$ cat src/rtl/spi_reg_slave_pkg.sv
// Shared types and command-byte layout for the SPI register slave.
// Everything that must agree between the FSM and its users lives here.
package spi_reg_slave_pkg;

    typedef enum logic [1:0] {
        ST_IDLE = 2'd0,
        ST_CMD  = 2'd1,
        ST_DATA = 2'd2
    } state_t;

    localparam int ADDR_W = 5;

    // Command byte: [7:3] register address, [1] direction, [2] and [0] unused
    localparam int CMD_ADDR_MSB = 7;
    localparam int CMD_ADDR_LSB = 3;
    localparam int CMD_DIR_BIT  = 1;

    localparam logic DIR_WRITE = 1'b1;

endpackage

$ cat src/rtl/spi_reg_slave_if.sv
// SPI pin bundle between an initiator and the register slave.
interface spi_reg_slave_if;

    logic spi_SS_n;
    logic spi_SCLK;
    logic spi_MOSI;
    logic spi_MISO;
    logic spi_MISO_oe;

    modport master (
        output spi_SS_n,
        output spi_SCLK,
        output spi_MOSI,
        input  spi_MISO,
        input  spi_MISO_oe
    );

    modport slave (
        input  spi_SS_n,
        input  spi_SCLK,
        input  spi_MOSI,
        output spi_MISO,
        output spi_MISO_oe
    );

endinterface

$ cat src/rtl/spi_reg_slave_sync_edge.sv
// Two-flop synchronizer for an asynchronous SPI pin, with single-cycle
// rise/fall pulses derived from the synchronized value.
module spi_sync_edge #(
    parameter logic RST_VAL = 1'b0
) (
    input  logic Clk,
    input  logic Reset_n,
    input  logic d_in,
    output logic q,
    output logic rise,
    output logic fall
);

    logic meta;
    logic sync;
    logic prev;

    always_ff @(posedge Clk or negedge Reset_n) begin
        if (!Reset_n) begin
            meta <= RST_VAL;
            sync <= RST_VAL;
            prev <= RST_VAL;
        end else begin
            meta <= d_in;
            sync <= meta;
            prev <= sync;
        end
    end

    assign q    = sync;
    assign rise = sync & ~prev;
    assign fall = ~sync & prev;

endmodule

$ cat src/rtl/spi_reg_slave.sv
// SPI mode-0 slave fronting a bank of byte registers, with an auto-incrementing
// burst address and a local read/write port for the host logic.
//
// state   | meaning
// --------+---------------------------------------------------------------
// ST_IDLE | chip select high; SCLK ignored, MISO released
// ST_CMD  | shifting in command byte, shifting out status_in
// ST_DATA | data bytes: commit (write) or stream registers (read), addr++
module spi_reg_slave
    import spi_reg_slave_pkg::*;
#(
    parameter int NUM_REGS = 32,
    parameter int DATA_W   = 8
) (
    input  logic              Clk,
    input  logic              Reset_n,
    spi_reg_slave_if.slave    spi,
    input  logic [DATA_W-1:0] status_in,
    input  logic [ADDR_W-1:0] lcl_addr,
    output logic [DATA_W-1:0] lcl_rdata,
    input  logic              lcl_we,
    input  logic [DATA_W-1:0] lcl_wdata,
    output logic              wr_strobe,
    output logic [ADDR_W-1:0] wr_addr
);

    localparam int               CNT_W    = $clog2(DATA_W);
    localparam logic [CNT_W-1:0] CNT_LAST = CNT_W'(DATA_W - 1);

    logic ss_s, ss_rise, ss_fall;
    logic sclk_s, sclk_rise, sclk_fall;
    logic mosi_s, mosi_rise, mosi_fall;

    spi_sync_edge #(.RST_VAL(1'b1)) u_sync_ss (
        .Clk     (Clk),
        .Reset_n (Reset_n),
        .d_in    (spi.spi_SS_n),
        .q       (ss_s),
        .rise    (ss_rise),
        .fall    (ss_fall)
    );

    spi_sync_edge #(.RST_VAL(1'b0)) u_sync_sclk (
        .Clk     (Clk),
        .Reset_n (Reset_n),
        .d_in    (spi.spi_SCLK),
        .q       (sclk_s),
        .rise    (sclk_rise),
        .fall    (sclk_fall)
    );

    spi_sync_edge #(.RST_VAL(1'b0)) u_sync_mosi (
        .Clk     (Clk),
        .Reset_n (Reset_n),
        .d_in    (spi.spi_MOSI),
        .q       (mosi_s),
        .rise    (mosi_rise),
        .fall    (mosi_fall)
    );

    // The FSM works purely on edges; the remaining sync outputs are spare.
    logic unused_sync;
    assign unused_sync = ^{ss_s, sclk_s, mosi_rise, mosi_fall};

    state_t            state;
    logic [CNT_W-1:0]  bit_cnt;
    logic [DATA_W-1:0] rx_shift;
    logic [DATA_W-1:0] tx_shift;
    logic [ADDR_W-1:0] addr;
    logic              dir;
    logic              miso_q;
    logic              miso_oe_q;

    logic [DATA_W-1:0] regs [NUM_REGS];

    logic [DATA_W-1:0] rx_next;
    logic [ADDR_W-1:0] addr_nxt;
    logic [ADDR_W-1:0] cmd_addr;
    logic              byte_done;
    logic              spi_we;

    assign rx_next   = {rx_shift[DATA_W-2:0], mosi_s};
    assign addr_nxt  = addr + ADDR_W'(1);
    assign cmd_addr  = rx_next[CMD_ADDR_MSB:CMD_ADDR_LSB];
    assign byte_done = sclk_rise && (bit_cnt == CNT_LAST);
    // A chip-select release seen in the same cycle abandons the byte.
    assign spi_we    = (state == ST_DATA) && byte_done && !ss_rise
                       && (dir == DIR_WRITE);

    always_ff @(posedge Clk or negedge Reset_n) begin
        if (!Reset_n) begin
            state     <= ST_IDLE;
            bit_cnt   <= '0;
            rx_shift  <= '0;
            tx_shift  <= '0;
            addr      <= '0;
            dir       <= 1'b0;
            miso_q    <= 1'b0;
            miso_oe_q <= 1'b0;
            wr_strobe <= 1'b0;
            wr_addr   <= '0;
        end else begin
            wr_strobe <= 1'b0;
            if (ss_rise) begin
                state     <= ST_IDLE;
                bit_cnt   <= '0;
                miso_q    <= 1'b0;
                miso_oe_q <= 1'b0;
            end else begin
                case (state)
                    ST_IDLE: begin
                        if (ss_fall) begin
                            state     <= ST_CMD;
                            bit_cnt   <= '0;
                            tx_shift  <= status_in;
                            miso_q    <= status_in[DATA_W-1];
                            miso_oe_q <= 1'b1;
                        end
                    end
                    ST_CMD, ST_DATA: begin
                        if (sclk_rise) begin
                            rx_shift <= rx_next;
                            bit_cnt  <= byte_done ? '0 : bit_cnt + CNT_W'(1);
                            if (byte_done) begin
                                if (state == ST_CMD) begin
                                    addr     <= cmd_addr;
                                    dir      <= rx_next[CMD_DIR_BIT];
                                    tx_shift <= regs[cmd_addr];
                                    state    <= ST_DATA;
                                end else begin
                                    if (dir == DIR_WRITE) begin
                                        wr_strobe <= 1'b1;
                                        wr_addr   <= addr;
                                    end
                                    addr     <= addr_nxt;
                                    tx_shift <= regs[addr_nxt];
                                end
                            end
                        end else if (sclk_fall) begin
                            // bit_cnt==0 here means a fresh byte was just loaded:
                            // present its MSB rather than shifting past it.
                            if (bit_cnt == '0) begin
                                miso_q <= tx_shift[DATA_W-1];
                            end else begin
                                miso_q   <= tx_shift[DATA_W-2];
                                tx_shift <= {tx_shift[DATA_W-2:0], 1'b0};
                            end
                        end
                    end
                    default: begin
                        state     <= ST_IDLE;
                        miso_oe_q <= 1'b0;
                    end
                endcase
            end
        end
    end

    // SPI commit is written last so it overrides a same-address local write.
    always_ff @(posedge Clk or negedge Reset_n) begin
        if (!Reset_n) begin
            for (int i = 0; i < NUM_REGS; i++) begin
                regs[i] <= '0;
            end
        end else begin
            if (lcl_we) begin
                regs[lcl_addr] <= lcl_wdata;
            end
            if (spi_we) begin
                regs[addr] <= rx_next;
            end
        end
    end

    assign lcl_rdata       = regs[lcl_addr];
    assign spi.spi_MISO    = miso_q;
    assign spi.spi_MISO_oe = miso_oe_q;

endmodule
$ cat src/flat_wrapper.sv
// flat-port wrapper written by rule: the top's interface ports become plain ports
module spi_reg_slave_flat import spi_reg_slave_pkg::*;
#(
    parameter int NUM_REGS = 32,
    parameter int DATA_W   = 8
)
  (Clk, Reset_n, status_in, lcl_addr, lcl_rdata, lcl_we, lcl_wdata, wr_strobe, wr_addr, spi_spi_SS_n, spi_spi_SCLK, spi_spi_MOSI, spi_spi_MISO, spi_spi_MISO_oe);
  spi_reg_slave_if spi_i ();
  input  logic Clk;
  input  logic Reset_n;
  input  logic [DATA_W-1:0] status_in;
  input  logic [ADDR_W-1:0] lcl_addr;
  output logic [DATA_W-1:0] lcl_rdata;
  input  logic lcl_we;
  input  logic [DATA_W-1:0] lcl_wdata;
  output logic wr_strobe;
  output logic [ADDR_W-1:0] wr_addr;
  input wire logic [$bits(spi_i.spi_SS_n)-1:0] spi_spi_SS_n;
  input wire logic [$bits(spi_i.spi_SCLK)-1:0] spi_spi_SCLK;
  input wire logic [$bits(spi_i.spi_MOSI)-1:0] spi_spi_MOSI;
  output wire logic [$bits(spi_i.spi_MISO)-1:0] spi_spi_MISO;
  output wire logic [$bits(spi_i.spi_MISO_oe)-1:0] spi_spi_MISO_oe;
  assign spi_i.spi_SS_n = spi_spi_SS_n;
  assign spi_i.spi_SCLK = spi_spi_SCLK;
  assign spi_i.spi_MOSI = spi_spi_MOSI;
  assign spi_spi_MISO = spi_i.spi_MISO;
  assign spi_spi_MISO_oe = spi_i.spi_MISO_oe;
  spi_reg_slave #(.NUM_REGS(NUM_REGS), .DATA_W(DATA_W)) u_core (.Clk(Clk), .Reset_n(Reset_n), .spi(spi_i), .status_in(status_in), .lcl_addr(lcl_addr), .lcl_rdata(lcl_rdata), .lcl_we(lcl_we), .lcl_wdata(lcl_wdata), .wr_strobe(wr_strobe), .wr_addr(wr_addr));
endmodule
$ cat config.mk
export PLATFORM = sky130hd
export DESIGN_NAME = spi_reg_slave_flat
export DESIGN_NICKNAME = d
export VERILOG_FILES = /design/src/rtl/spi_reg_slave_pkg.sv /design/src/rtl/spi_reg_slave_if.sv /design/src/rtl/spi_reg_slave_sync_edge.sv /design/src/rtl/spi_reg_slave.sv /design/src/flat_wrapper.sv
export SDC_FILE = /design/constraint.sdc
export NUM_CORES = 1
export LEC_CHECK = 0
export CAP_MARGIN = 10
export CORE_ASPECT_RATIO = 1.2
export CORE_MARGIN = 8
export CORE_UTILIZATION = 44
export CTS_BUF_LIST = sky130_fd_sc_hd__clkbuf_4 sky130_fd_sc_hd__clkbuf_8
export CTS_CLUSTER_DIAMETER = 40
export DETAILED_ROUTE_END_ITERATION = 8
export GPL_ROUTABILITY_DRIVEN = 0
export PLACE_DENSITY = 0.61
export SKIP_LAST_GASP = 1
export SLEW_MARGIN = 20
export SYNTH_ARGS = -nofsm -noshare
export SYNTH_HDL_FRONTEND = slang
export SYNTH_SLANG_ARGS = --single-unit
export TNS_END_PERCENT = 20
$ cat constraint.sdc
create_clock -name Clk -period 2.85 [get_ports Clk]
set_input_delay 0.57 -clock Clk [delete_from_list [all_inputs] [get_ports Clk]]
set_output_delay 0.57 -clock Clk [all_outputs]
set_load 0.05 [all_outputs]
==> results of run 1 <==
[flip-flops by register name, summed over array words and instances (netlist names)]
| signal | count |
|---|---|
| u_core.wr_addr | 5 |
| u_core.dir | 1 |
| u_core.tx_shift | 8 |
| u_core.wr_strobe | 1 |
| u_core.u_sync_mosi.meta | 1 |
| u_core.addr | 5 |
| u_core.rx_shift | 7 |
| u_core.spi.spi_MISO_oe | 1 |
| u_core.u_sync_mosi.q | 1 |
| u_core.spi.spi_MISO | 1 |
| u_core.u_sync_ss.prev | 1 |
| u_core.state | 2 |
| u_core.u_sync_ss.meta | 1 |
| u_core.u_sync_ss.q | 1 |
| u_core.u_sync_sclk.prev | 1 |
| u_core.u_sync_sclk.meta | 1 |
| u_core.bit_cnt | 3 |
| u_core.regs | 256 |
| u_core.u_sync_sclk.q | 1 |
[placed cells by master (no fill, tap or decap), drive strengths merged, types with 4 or more instances in the layout]
| cell | instances |
|---|---|
| a2111oi | 4 |
| a211oi | 7 |
| a21oi | 227 |
| a221o | 4 |
| a22oi | 39 |
| a31oi | 5 |
| a32o | 7 |
| and2 | 17 |
| and3 | 7 |
| buf | 268 |
| bufinv | 5 |
| clkbuf | 89 |
| clkdlybuf4s50 | 31 |
| clkinv | 10 |
| clkinvlp | 6 |
| dfrtp | 295 |
| ha | 12 |
| inv | 9 |
| mux2 | 20 |
| mux2i | 314 |
| mux4 | 171 |
| nand2 | 163 |
| nand2b | 8 |
| nand3 | 14 |
| nand3b | 5 |
| nand4 | 11 |
| nor2 | 248 |
| nor2b | 22 |
| nor3 | 5 |
| nor3b | 5 |
| nor4 | 4 |
| o21ai | 81 |
| o22ai | 5 |
| o32a | 4 |
[worst max path at each step]
stage,from,end,cells past startpoint
final,u_core.regs[173]$_DFF_PN0_,lcl_rdata[5],5
after global routing,u_core.regs[194]$_DFF_PN0_,lcl_rdata[2],5
after CTS,u_core.regs[138]$_DFF_PN0_,lcl_rdata[2],6
after detailed placement,lcl_addr[0],lcl_rdata[5],8
after global placement,lcl_addr[0],lcl_rdata[4],8
after floorplan,u_core.addr[0]$_DFFE_PN0P_,u_core.tx_shift[4]$_DFFE_PN0P_,11
[timing repair]
action	in CTS	in global routing
endpoints found under the hold margin	58	0
hold buffers	1	0
setup endpoints to repair	11	18
gates resized for setup	5	27
pin swaps	3	6
buffers inserted	5	14
[per-layer routing]
layer,vias to the layer above,wire [um]
li1,7559,-
met1,8958,29360
met2,1286,36920
met3,349,8557
met4,4,5916
met5,-,27
[cells by family (layout without fill, tap and decap cells)]
group | after synthesis | in the layout | synth area share (%)
other cells | 0 | 1 | 0
flops | 298 | 298 | 36.70
compound gates | 402 | 402 | 11.32
xor+xnor | 5 | 5 | 0.2155
fa+ha+maj | 12 | 12 | 0.7386
mux | 505 | 505 | 35.52
buf+inv | 187 | 419 | 4.081
simple gates | 522 | 522 | 11.42
[power groups by stage]
stage / Clock [mW] / Sequential [mW] / Combinational, mW
after detailed placement: 0 / 6.28 / 5.92
after CTS: 5.16 / 6.21 / 5.98
after global placement: 0 / 6.23 / 5.85
after global routing: 5.35 / 6.31 / 6.49
after floorplan: 0 / 5.68 / 3.88
final: 5.10 / 6.30 / 6.23
[stage by stage]
stage / hold WS, ns / power (mW)
final: 0.3126 / 17.63
after global routing: 0.3049 / 18.16
after CTS: 0.2786 / 17.36
after detailed placement: 0.3405 / 12.20
after global placement: 0.3343 / 12.07
after floorplan: 0.2744 / 9.561
[final cells by class]
class | count | area [sq um]
antenna | 1 | 2.502
fill | 3996 | 21200
clock inverter | 20 | 247.7
sequential | 298 | 7476
timing repair buffer | 300 | 2673
tap | 616 | 770.7
multi-input combinational | 1446 | 12170
clock buffer | 89 | 1150
inverter | 10 | 38.79
[critical path, cell delays in order (launching register included)]
cell and delay, ns:
dfrtp_1 0.44, mux4_2 0.57, a22oi_1 0.26, nand4_1 0.26, buf_4 0.23, buf_12 0.14
==> flow_summary.yaml, run 1 <==
layout:
  fin_nets: 2153
  syn2layout_area_growth_pct: 20.66
  drive_above_1_share_pct: 29.26
  finish.cell_count_without_fillers: 2780
  final_util_pct: 53.63
  stdcell_area_sq_mm: 0.02453
worst_setup_path:
  crit_path_end_kind: "output pin"
  crit-reg2reg-launch: "u_core.addr[0]$_DFFE_PN0P_"
  crit_type: "reg2out"
  data_arrival_critical_path_ns: 2.57
  critPathRequiredTime_ns: 2.28
  crit_path_max_fanout: 4
  r2r_endpoint: "u_core.tx_shift[3]$_DFFE_PN0P_"
  worstRegToRegCells: 8
  setup.reg_to_reg.worst_slack_ns: -0.11
  type_of_origin_of_the_critical_path: "flop"
pwr:
  power.share.switching_pct: 37.46
  total_switching_power_mw: 6.606
  p_leak_nw: 9.542
  cell_internal_pwr_mw: 11.03
  power.share.combinational_pct: 35.4
  power.ir.vdd_worst_uv: 380.0
  sequential_power_share_pct: 35.7
  power_density_mw_per_mm2: 719.0
  clkPwrFrac_pct: 28.9
synth:
  ys_top_cells_by_area: "dfrtp_1, mux4_2, mux2i_1, a21oi_1, nor2_1"
  syn-instance-count: 1931
  synthesis.area_per_instance_sq_um: 10.53
  synth.lib_cells_used.distinct: 64
  yosys_warnings: 0
  asyncSetResetFlopFracSynth_pct: 100.0
  synth-main-ff-cell: "dfrtp_1"
  synth-seq-cells: 298
  synth_sequential_area_ratio_pct: 36.70
  synth_fp_nets: 1970
  synth_enable_flop_cells: 0
  synth_top_area_cell: "dfrtp_1"
  cell_area_after_synthesis_sq_mm: 0.02033
  post-synth-top-count-cell: "mux2i_1"
  synth_top_area_share_pct: 36.32
  most_common_library_cells_after_synthesis: "mux2i_1, dfrtp_1, a21oi_1, nor2_1, mux4_2"
timing:
  worst_pin_slew_ns: 1.068
  hold_viol: 0
  setup-tns-final_ns: -2.440
  grt_setup_unrepaired: "true"
  drv_slew: 0
  max_freq_ghz: 0.3185
  layout_min_cycle_time_ns: 3.139
  timing.slew.headroom_pct: 28.80
  timing.clock.skew_ns: 0.03076
  final_critical_path_setup_slack_ns: -0.2894
  layout_worst_path_cycle_share_pct: 110.2
  final-setup-viol-count: 13
clock_network:
  cts.reportedPaths.clkPinSlew_ns: 0.06
  cts_max_level: 2
  cts.root.buffer_cell: "clkbuf_8"
  source_to_sink_clock_delay_at_the_later_pin_of_the_worst_skew_pair_ns: 0.68
  number_of_buffers_added_by_the_clock_tree_synthesis_step: 58
  clk_path_buf_depth: 3
  clock-sinks: 298
  tritoncts_clock_tree: "yes"
run_status:
  violations: "setup timing"
  status: "finished, violations left"
floorplan:
  dieArea_sq_mm: 0.05336
  io-pin-count: 43
  core_area_sq_mm: 0.04573
  placement_rows: 86
  die_width_um: 212.2
  initial_core_util_pct: 44.45
  die_y_um: 251.5
routing:
  drt_first_iter_violations: 2454
  vias_per_cell: 6.531
  drc: 0
  drt-pass1-iter-count: 7
  total_number_of_vias: 18160
  final_antenna_net_count: 0
  wl_per_cell_um: 29.06
  detail_route.wirelength_um: 80780
global_routing:
  grt_util_all_layers_pct: 30.09
  met1_usage_pct: 36.85
  global_route_track_usage_on_met2_pct: 46.90
  grt.overflow.total: 0
  antenna_found_initial: 3
  grt_first_pass_wirelength_um: 119600
  pin_count_of_the_biggest_net_entering_global_routing: 70
  vias_in_the_first_global_route: 17710
  top_usage_layer: "met2"
  groute.layer.met3.usage_pct: 8.355
hold_path:
  min_from: "spi_spi_SS_n"
  hold_path_sink: "u_core.u_sync_ss.meta$_DFF_PN1_"
  min_delay_path_depth: 1
  holdCritPathClass: "in2reg"
place:
  preCtsSetupSlack_ns: -0.3070
  post_dp_hpwl_um: 57380
  detailed_place.area_sq_mm: 0.02283
  dpl.cell_count: 2650
  numPortBuffers: 42
run:
  maxCapViolCount: 0
Power figures use the tool's default switching activity.
==> run 2: changes to the inputs <==
- CORE_MARGIN: 8 -> not set
- DONT_BUFFER_PORTS: not set -> 1
- PLACE_DENSITY: 0.61 -> 0.6
==> flow_summary.yaml, run 2 (synthesis gave the netlist of run 1 again) <==
run_status:
  status: "finished, violations left"
  violations: "hold timing, slew limit, setup timing"
floorplan:
  dieArea_sq_mm: 0.04707
  die_y_um: 237.5
  core_area_sq_mm: 0.04520
  initial_core_util_pct: 44.97
  placement_rows: 85
  die_width_um: 198.2
  io-pin-count: 43
clock_network:
  tritoncts_clock_tree: "yes"
  number_of_buffers_added_by_the_clock_tree_synthesis_step: 59
  source_to_sink_clock_delay_at_the_later_pin_of_the_worst_skew_pair_ns: 0.69
  clk_path_buf_depth: 3
  cts.root.buffer_cell: "clkbuf_8"
  cts_hold_buffers: 3
  cts_max_level: 2
  clock-sinks: 298
  cts.reportedPaths.clkPinSlew_ns: 0.06
pwr:
  p_leak_nw: 8.849
  power_density_mw_per_mm2: 721.1
  power.ir.vdd_worst_uv: 357.1
routing:
  drt-pass1-iter-count: 6
  drt_first_iter_violations: 2259
  detail_route.wirelength_um: 76250
  total_number_of_vias: 17280
  final_antenna_net_count: 0
  drc: 0
  vias_per_cell: 6.540
  wl_per_cell_um: 28.85
worst_setup_path:
  type_of_origin_of_the_critical_path: "flop"
  r2r_endpoint: "u_core.tx_shift[3]$_DFFE_PN0P_"
  crit-reg2reg-launch: "u_core.addr[1]$_DFFE_PN0P_"
  crit_path_max_fanout: 4
  worst_path_max_delay_cell: "mux4_2"
  crit_path_end_kind: "output pin"
  cp_cell_sequence: "mux4_2, nor2b_4, a21oi_2, nand4_1, buf_6"
  data_arrival_critical_path_ns: 2.44
  setup.reg_to_reg.worst_slack_ns: 0.03
  crit_type: "reg2out"
  worstRegToRegCells: 8
  critPathMaxStageDelay_ns: 0.50
  critPathRequiredTime_ns: 2.28
hold_path:
  holdCritPathClass: "in2async"
place:
  dpl.cell_count: 2514
  post_dp_hpwl_um: 52860
  preCtsSetupSlack_ns: 0.05022
  detailed_place.area_sq_mm: 0.02161
  numPortBuffers: 0
global_routing:
  antenna_found_initial: 3
  vias_in_the_first_global_route: 16780
  grt.overflow.total: 0
  grt_util_all_layers_pct: 33.01
  grt_first_pass_wirelength_um: 113400
  pin_count_of_the_biggest_net_entering_global_routing: 299
layout:
  most_frequent_standard_cell_in_the_layout_excluding_fill_and_tap_cells: "mux2i_1"
  fin_nets: 2023
  largest_reg_flops: 256
  largestRegisters: "u_core.regs (256), u_core.tx_shift (8), u_core.rx_shift (7)"
  stdcell_area_sq_mm: 0.02320
  drive_above_1_share_pct: 26.08
  largest-register: "u_core.regs"
  syn2layout_area_growth_pct: 14.16
  finish.cell_count_without_fillers: 2643
  layout_common_cells: "mux2i_1, dfrtp_1, nor2_1"
timing:
  layout_worst_path_cycle_share_pct: 105.6
  hold-worst-slack_ns: -0.4041
  final_critical_path_setup_slack_ns: -0.1604
  timing.slew.headroom_pct: -16.20
  timing.clock.skew_ns: 0.02455
  grt_setup_unrepaired: "true"
  max_freq_ghz: 0.3322
  hold_viol: 295
  drv_slew: 124
  final-setup-viol-count: 8
  worst_pin_slew_ns: 1.743
  layout_min_cycle_time_ns: 3.010
run:
  maxCapViolCount: 0
run 2: cell count changes in the layout (fill, tap and decap cells not counted), sizes merged:
cell / before / now
buf: 268 / 166
diode: 1 / 2
clkdlybuf4s50: 31 / 0
clkbuf: 89 / 87
clkinv: 10 / 12
dlygate4sd3: 1 / 3
run 2: routing by layer:
layer	GRT usage (%)	wire [um]	vias up	part of all wire (%)
li1	-	-	7273	-
met1	43.31	29320	8658	38
met2	48.71	33950	1104	45
met3	9.648	8268	247	11
met4	18.58	4688	2	6.1
met5	0	17	-	0.022
run 2: stage by stage:
stage	total power [mW]	util, %	TNS, ns	hold slack (ns)
CTS	16.56	51.27	-0.9058	-0.4196
global placement	11.36	47.80	0	0.3008
detailed placement	11.49	47.80	0	0.3007
floorplan	9.561	-	0	0.2744
global route	17.33	51.34	-1.526	-0.4507
finish	16.73	51.34	-1.098	-0.4041
run 2: layout make-up:
type / count / area, sq um
antenna: 2 / 5.005
fill: 3982 / 21990
inverter: 10 / 38.79
multi-input combinational: 1446 / 12170
timing repair buffer: 169 / 1428
tap: 609 / 762.0
clock inverter: 22 / 261.5
sequential: 298 / 7471
clock buffer: 87 / 1072
run 2: critical path: cells and delay by family, from the launching register on:
family	cells	cell delay, ns
DFF	1	0.44
AOI/OAI and AO/OA	1	0.17
buffers and inverters	1	0.25
and+or+nand+nor	2	0.40
muxes	1	0.50
run 2: where the power goes:
group          switching (mW)  total [mW]  internal, mW
Combinational            2.82        5.44          2.62
Clock                    2.06        4.93          2.88
Sequential               1.29        6.36          5.06
run 2: how the worst max path moves through the flow:
stage,startpoint,end,slack [ns],cells after the start
final,u_core.regs[155]$_DFF_PN0_,lcl_rdata[3],-0.16,5
after global routing,u_core.regs[135]$_DFF_PN0_,lcl_rdata[7],-0.18,5
after CTS,u_core.regs[134]$_DFF_PN0_,lcl_rdata[6],-0.13,6
after detailed placement,u_core.addr[1]$_DFFE_PN0P_,u_core.tx_shift[3]$_DFFE_PN0P_,0.05,8
after global placement,u_core.addr[1]$_DFFE_PN0P_,u_core.tx_shift[3]$_DFFE_PN0P_,0.11,8
after floorplan,u_core.addr[0]$_DFFE_PN0P_,u_core.tx_shift[4]$_DFFE_PN0P_,0.02,11
run 2: repair_timing:
item	4_1_cts	5_1_grt
resized for setup	23	6
pin swaps	5	4
endpoints found under the setup margin	8	12
hold endpoints to repair	301	298
buffers inserted	16	0
